[src/rtl/regfile_pkg.sv]
// Shared constants, types and helpers for the multi-port register file.
//
// Contents:
//   XLEN_DEFAULT, NREGS_DEFAULT : default data width and register count
//   ADDR_MAX_W                  : widest address the zero_reg helper accepts
//   reg_addr_t                  : register address type for the default depth
//   zero_reg(addr)              : true when addr selects the hard-wired zero register
package regfile_pkg;

  localparam int unsigned XLEN_DEFAULT  = 32;
  localparam int unsigned NREGS_DEFAULT = 32;
  localparam int unsigned ADDR_MAX_W    = 16;

  typedef logic [$clog2(NREGS_DEFAULT)-1:0] reg_addr_t;

  // Callers zero-extend narrower addresses to ADDR_MAX_W so one helper serves any depth.
  function automatic logic zero_reg(input logic [ADDR_MAX_W-1:0] addr);
    return (addr == '0);
  endfunction

endpackage

[src/rtl/regfile_scoreboard.sv]
// Per-register busy scoreboard for the register file.
//
// A reserve marks a register as awaiting a writeback; any enabled write to that
// register clears it. A reserve and a write to the same register in the same
// cycle leave it busy, since the reserve belongs to a newer producer.
// Register 0 is never busy.
//
// Ports:
//   clk_i       core clock, rising edge
//   reset_ni    asynchronous active-low reset, clears every busy bit
//   wr_en_i     write enables, one per write port
//   wr_addr_i   write addresses, port j at [j*AW +: AW]
//   rsv_en_i    reserve request
//   rsv_addr_i  register to reserve
//   busy_o      full busy vector, bit 0 always 0
module regfile_scoreboard
  import regfile_pkg::*;
#(
  parameter int unsigned NREGS  = NREGS_DEFAULT,
  parameter int unsigned NUM_WR = 2
) (
  input  logic                               clk_i,
  input  logic                               reset_ni,
  input  logic [NUM_WR-1:0]                  wr_en_i,
  input  logic [NUM_WR*$clog2(NREGS)-1:0]    wr_addr_i,
  input  logic                               rsv_en_i,
  input  logic [$clog2(NREGS)-1:0]           rsv_addr_i,
  output logic [NREGS-1:0]                   busy_o
);

  localparam int unsigned AW = $clog2(NREGS);

  logic [NREGS-1:0] busy_d, busy_q;
  logic [AW-1:0]    wa;

  always_comb begin
    busy_d = busy_q;
    wa     = '0;
    for (int j = 0; j < NUM_WR; j++) begin
      wa = wr_addr_i[j*AW +: AW];
      if (wr_en_i[j] && !zero_reg(ADDR_MAX_W'(wa))) begin
        busy_d[wa] = 1'b0;
      end
    end
    // Applied after the clears so a same-cycle reserve wins.
    if (rsv_en_i && !zero_reg(ADDR_MAX_W'(rsv_addr_i))) begin
      busy_d[rsv_addr_i] = 1'b1;
    end
    busy_d[0] = 1'b0;
  end

  always_ff @(posedge clk_i or negedge reset_ni) begin
    if (!reset_ni) begin
      busy_q <= '0;
    end else begin
      busy_q <= busy_d;
    end
  end

  assign busy_o = busy_q;

endmodule

[src/rtl/regfile_mp_sb.sv]
// Multi-port integer register file with hard-wired zero register and busy scoreboard.
//
// Reads are combinational. Writes land on the rising edge; on a same-address
// conflict the highest-indexed write port wins. Writes and reserves of register 0
// are ignored.
//
// Build option: define REGFILE_BYPASS_EN for write-through reads. A read that
// matches an enabled same-cycle write returns that write's data (highest matching
// port wins), and its busy bit reads 1 only if that cycle's reserve targets it.
// Without the macro, reads show the stored values and busy bits only.
//
// Ports:
//   clk_i       core clock, rising edge
//   reset_ni    asynchronous active-low reset, clears registers and busy bits
//   rd_addr_i   read addresses, port k at [k*AW +: AW]
//   rd_data_o   read data, port k at [k*XLEN +: XLEN]
//   rd_busy_o   busy bit of each read address
//   wr_en_i     write enables
//   wr_addr_i   write addresses, port j at [j*AW +: AW]
//   wr_data_i   write data, port j at [j*XLEN +: XLEN]
//   rsv_en_i    reserve request (mark destination pending)
//   rsv_addr_i  register to reserve
//   busy_vec_o  full scoreboard vector, bit 0 always 0
module regfile_mp_sb
  import regfile_pkg::*;
#(
  parameter int unsigned XLEN   = XLEN_DEFAULT,
  parameter int unsigned NREGS  = NREGS_DEFAULT,
  parameter int unsigned NUM_RD = 2,
  parameter int unsigned NUM_WR = 2,
  // Derived from NREGS; do not override.
  parameter int unsigned AW     = $clog2(NREGS)
) (
  input  logic                     clk_i,
  input  logic                     reset_ni,
  input  logic [NUM_RD*AW-1:0]     rd_addr_i,
  output logic [NUM_RD*XLEN-1:0]   rd_data_o,
  output logic [NUM_RD-1:0]        rd_busy_o,
  input  logic [NUM_WR-1:0]        wr_en_i,
  input  logic [NUM_WR*AW-1:0]     wr_addr_i,
  input  logic [NUM_WR*XLEN-1:0]   wr_data_i,
  input  logic                     rsv_en_i,
  input  logic [AW-1:0]            rsv_addr_i,
  output logic [NREGS-1:0]         busy_vec_o
);

  logic [XLEN-1:0] regs_d [NREGS];
  logic [XLEN-1:0] regs_q [NREGS];
  logic [AW-1:0]   wa;
  logic [AW-1:0]   ra;
`ifdef REGFILE_BYPASS_EN
  logic [AW-1:0]   ba;
`endif

  regfile_scoreboard #(
    .NREGS  (NREGS),
    .NUM_WR (NUM_WR)
  ) u_scoreboard (
    .clk_i      (clk_i),
    .reset_ni   (reset_ni),
    .wr_en_i    (wr_en_i),
    .wr_addr_i  (wr_addr_i),
    .rsv_en_i   (rsv_en_i),
    .rsv_addr_i (rsv_addr_i),
    .busy_o     (busy_vec_o)
  );

  // Ascending port order makes the highest-indexed writer the last assignment.
  always_comb begin
    regs_d = regs_q;
    wa     = '0;
    for (int j = 0; j < NUM_WR; j++) begin
      wa = wr_addr_i[j*AW +: AW];
      if (wr_en_i[j] && !zero_reg(ADDR_MAX_W'(wa))) begin
        regs_d[wa] = wr_data_i[j*XLEN +: XLEN];
      end
    end
    regs_d[0] = '0;
  end

  always_ff @(posedge clk_i or negedge reset_ni) begin
    if (!reset_ni) begin
      for (int r = 0; r < NREGS; r++) begin
        regs_q[r] <= '0;
      end
    end else begin
      regs_q <= regs_d;
    end
  end

  // Register 0 holds 0 and is never busy, so the plain lookup covers it.
  always_comb begin
    rd_data_o = '0;
    rd_busy_o = '0;
    ra        = '0;
`ifdef REGFILE_BYPASS_EN
    ba        = '0;
`endif
    for (int k = 0; k < NUM_RD; k++) begin
      ra = rd_addr_i[k*AW +: AW];
      rd_data_o[k*XLEN +: XLEN] = regs_q[ra];
      rd_busy_o[k]              = busy_vec_o[ra];
`ifdef REGFILE_BYPASS_EN
      // Gated by reset so reads stay 0 while reset is held with writes pending.
      for (int j = 0; j < NUM_WR; j++) begin
        ba = wr_addr_i[j*AW +: AW];
        if (reset_ni && wr_en_i[j] && !zero_reg(ADDR_MAX_W'(ba)) && (ba == ra)) begin
          rd_data_o[k*XLEN +: XLEN] = wr_data_i[j*XLEN +: XLEN];
          rd_busy_o[k]              = rsv_en_i && (rsv_addr_i == ra);
        end
      end
`endif
    end
  end

endmodule

[config.mk]
export PLATFORM = sky130hd
export DESIGN_NAME = regfile_mp_sb
export DESIGN_NICKNAME = d
export VERILOG_FILES = /design/src/rtl/regfile_pkg.sv /design/src/rtl/regfile_scoreboard.sv /design/src/rtl/regfile_mp_sb.sv
export SDC_FILE = /design/constraint.sdc
export NUM_CORES = 2
export LEC_CHECK = 0
export ABC_CLOCK_PERIOD_IN_PS = 3200
export CORE_MARGIN = 4
export CORE_UTILIZATION = 45
export CTS_CLUSTER_DIAMETER = 80
export CTS_CLUSTER_SIZE = 20
export DETAILED_ROUTE_END_ITERATION = 8
export GPL_ROUTABILITY_DRIVEN = 0
export PLACE_DENSITY_LB_ADDON = 0.05
export SLEW_MARGIN = 20
export SYNTH_ARGS = -nofsm -noshare
export SYNTH_HDL_FRONTEND = slang
export SYNTH_SLANG_ARGS = --single-unit
[constraint.sdc]
create_clock -name clk_i -period 3.2 [get_ports clk_i]
set_input_delay 0.48 -clock clk_i [delete_from_list [all_inputs] [get_ports clk_i]]
set_output_delay 0.48 -clock clk_i [all_outputs]
set_load 0.01 [all_outputs]
==> out/results.txt <==
Met2 Wirelength -> 123,000 µm
Share of cells above drive strength 1 -> 0.200
Hold Path End -> regs_q[899]$_DFF_PN0_
Routed Antenna Nets -> 0
DRC viols -> 0
CP Data Required Time -> 2.72 ns
Post-DP HPWL -> 169,000 µm
# nets final -> 6,290
DR iter-0 viols -> 5,910
Tot GR Track Use -> 0.356
Crit. End Element -> output port
Clk_lat worst skew -> 0.72 ns
Max VDD drop -> 0.426 mV
Total power divided by cell area -> 579 nW/µm²
Post-synth EDFFs -> 0
Setup slack after layout -> 0.0696 ns
Biggest area consumer among synthesized cells -> dfrtp_1
Area share of the largest cell type after synthesis -> 0.400
Syn. warnings -> 0
Slew Limit Fails -> 0
Tmin final -> 3.13 ns
Routed wire per std cell -> 32.8 µm
CTS Sinks -> 1,023
Max_slew headroom -> 0.226
Worst path arrival time -> 2.65 ns
RR Startpoint -> regs_q[31]$_DFF_PN0_
Cell Area, Synth -> 64,000 µm²
Post-DP Area -> 71,400 µm²
WL final -> 268,000 µm
Hold_sp -> wr_en_i[0]
CTS max path bufs -> 3
CTS clk-pin slew, worst paths -> 0.09 ns
Vias per Instance -> 6.46
FF/Latch Area -> 25,600 µm²
Hold Path Stages -> 4
RSZ-0062 raised after global routing -> false
Clock Tree Root -> clkbuf_16
Global-route wire length before repair -> 382,000 µm
Status -> completed
LEAKAGE -> 33.8 nW
Vias -> 52,700
H-Tree Depth -> 3
Endpoints failing setup -> 0
Multi-input logic area -> 36,000 µm²
# IOs -> 192
R2R cell count -> 3
Distinct cells, synth -> 48
Maximum fanout along the worst path -> 11
Power Total -> 0.0432 W
Total of max-cap violations -> 0
Port bufs -> 190
Die width -> 385 µm
FILL cells -> 12,500
Fin. Hold Viols -> 0
Seq/Total Area, Yosys -> 0.400
Top cells by area, synth -> dfrtp_1, mux2i_1, mux4_2, a21oi_1, nor2_1
Initial antenna violation count -> 15
Least-Margin Pin Slew -> 1.16 ns
FFs w/ async S/R, synth -> 1.00
Die Area -> 148,000 µm²
Design area -> 74,600 µm²
Syn_area_per_cell -> 10.4 µm²
CTS tree -> built
Uppermost layer routed -> met5
Rows -> 138
Clock Skews -> 0 ns
Final Cycle Share -> 0.978
Starting density of the core -> 0.453
Cell with the most instances after synthesis -> mux2i_1
Metal1 wirelength -> 107,000 µm
Synth Register Bits -> 1,023
Worst min path class -> input pin to register
Die Ht -> 385 µm
Area Growth Syn to Fin -> 16.5%
Flop2flop setup slack -> 2.29 ns
Max Fclk -> 0.319 GHz
Total CTS buffers -> 78
R2R Path End -> regs_q[31]$_DFF_PN0_
Pre-CTS WS -> -0.351 ns
Core box area -> 141,000 µm²
Total global routing overflow -> 0
Routed met3 length -> 22,800 µm
Synthesized Nets -> 6,257
Top_reg_cell synth -> dfrtp_1
Largest net degree at the start of global routing -> 97
Vias in the first global route -> 51,400
CP Launch Type -> input pin
Setup CP Type -> input pin to output port
Drt pass-1 iters -> 6
Post-synth top cells -> mux2i_1, dfrtp_1, nor2_1, a21oi_1, clkbuf_1
Gate Count Post-Synth -> 6,163
-- cells in the final DEF, fill, tap and decap left out, types with 8 or more instances in the layout --
master           count
a211oi_1            56
a21oi_1            716
clkdlybuf4s50_1    112
clkbuf_16           81
nand2_1            306
dlygate4sd2_1       57
inv_8                9
inv_6               15
buf_4              349
nand4_1             13
nor2b_4              8
dfrtp_1           1021
mux2_2              66
nor2_1             741
mux4_2             396
mux2i_1           1107
buf_12             157
a31oi_1             17
a22o_1             198
buf_6                8
o31ai_1             48
o22ai_1             66
o21ai_1             15
nand2_4             25
a32o_1              20
a211oi_2            10
buf_8                8
a32oi_1             64
bufinv_16           10
and2_4               8
o31ai_2             15
nand3_1             12
and2_1              71
o21ai_2             13
o21ai_0            304
-- critical path, cell delays in order --
cell and delay, ns:
buf_12 0.17, buf_8 0.17, bufbuf_16 0.32, mux4_2 0.51
a22o_1 0.21, o21ai_2 0.21, o31ai_4 0.11, buf_4 0.16
dlygate4sd2_1 0.28
-- metrics by stage --
| stage | hold WS (ns) | utilization | instances | setup TNS (ns) |
|---|---|---|---|---|
| after floorplan | 0.184 | - | 6163 | 0 |
| after global placement | 0.538 | 0.505 | 7996 | -8.46 |
| after global routing | 0.289 | 0.528 | 8145 | 0 |
| final | 0.279 | 0.528 | 8149 | 0 |
| after CTS | 0.240 | 0.527 | 8143 | -0.202 |
| after detailed placement | 0.533 | 0.505 | 7996 | -8.63 |
-- logic make-up after synthesis --
family          Yosys count  synth area share
buf+inv                 759            0.0493
mux                    1572             0.324
simple gates           1256            0.0812
other cells               1         0.0000586
compound gates         1552             0.145
flops                  1023             0.400
-- power breakdown --
group / switching [W] / internal (W) / total [W]
clock network: 0.00571 / 0.00569 / 0.0114
registers: 0.00291 / 0.0164 / 0.0193
logic: 0.00558 / 0.00694 / 0.0125
total: 0.0142 / 0.0290 / 0.0432
-- cell type report --
class	instances	area share
Inverter	5	0.000251
Timing Repair Buffer	707	0.106
Clock buffer	89	0.0280
Multi-Input combinational cell	4381	0.482
Antenna cell	6	0.000201
Tap cell	1890	0.0317
Sequential cell	1023	0.343
Clock inverter	48	0.00905
-- per-layer routing --
| layer | vias to the layer above | GRT usage |
|---|---|---|
| met5 | - | 0 |
| met4 | 6 | 0.164 |
| met3 | 635 | 0.0724 |
| met2 | 2699 | 0.559 |
| met1 | 26600 | 0.475 |
| li1 | 22700 | - |
-- state kept, by name (all words and copies together) (netlist names) --
signal               flops
regs_q                 992
u_scoreboard.busy_o     31
-- worst max path at each step --
stage                          to  depth (start not counted)  slack (ns)           startpoint
detailed placement  rd_data_o[61]                         10       -0.35         rd_addr_i[5]
global placement    rd_data_o[61]                         10       -0.39         rd_addr_i[5]
CTS                 rd_data_o[35]                          5       -0.20  regs_q[3]$_DFF_PN0_
finish              rd_data_o[50]                          9        0.07         rd_addr_i[5]
floorplan           rd_data_o[10]                          7        0.53         rd_addr_i[0]
global route        rd_data_o[51]                          9        0.01         rd_addr_i[5]
-- what timing repair did --
item | CTS | global route
endpoints found under the setup margin | 66 | 13
setup buffers | 6 | 0
hold buffers | 1 | 0
gates cloned | 3 | 0
endpoints found under the hold margin | 40 | 0
gates resized for setup | 145 | 23
pin swaps | 6 | 1
Power figures use the tool's default switching activity.
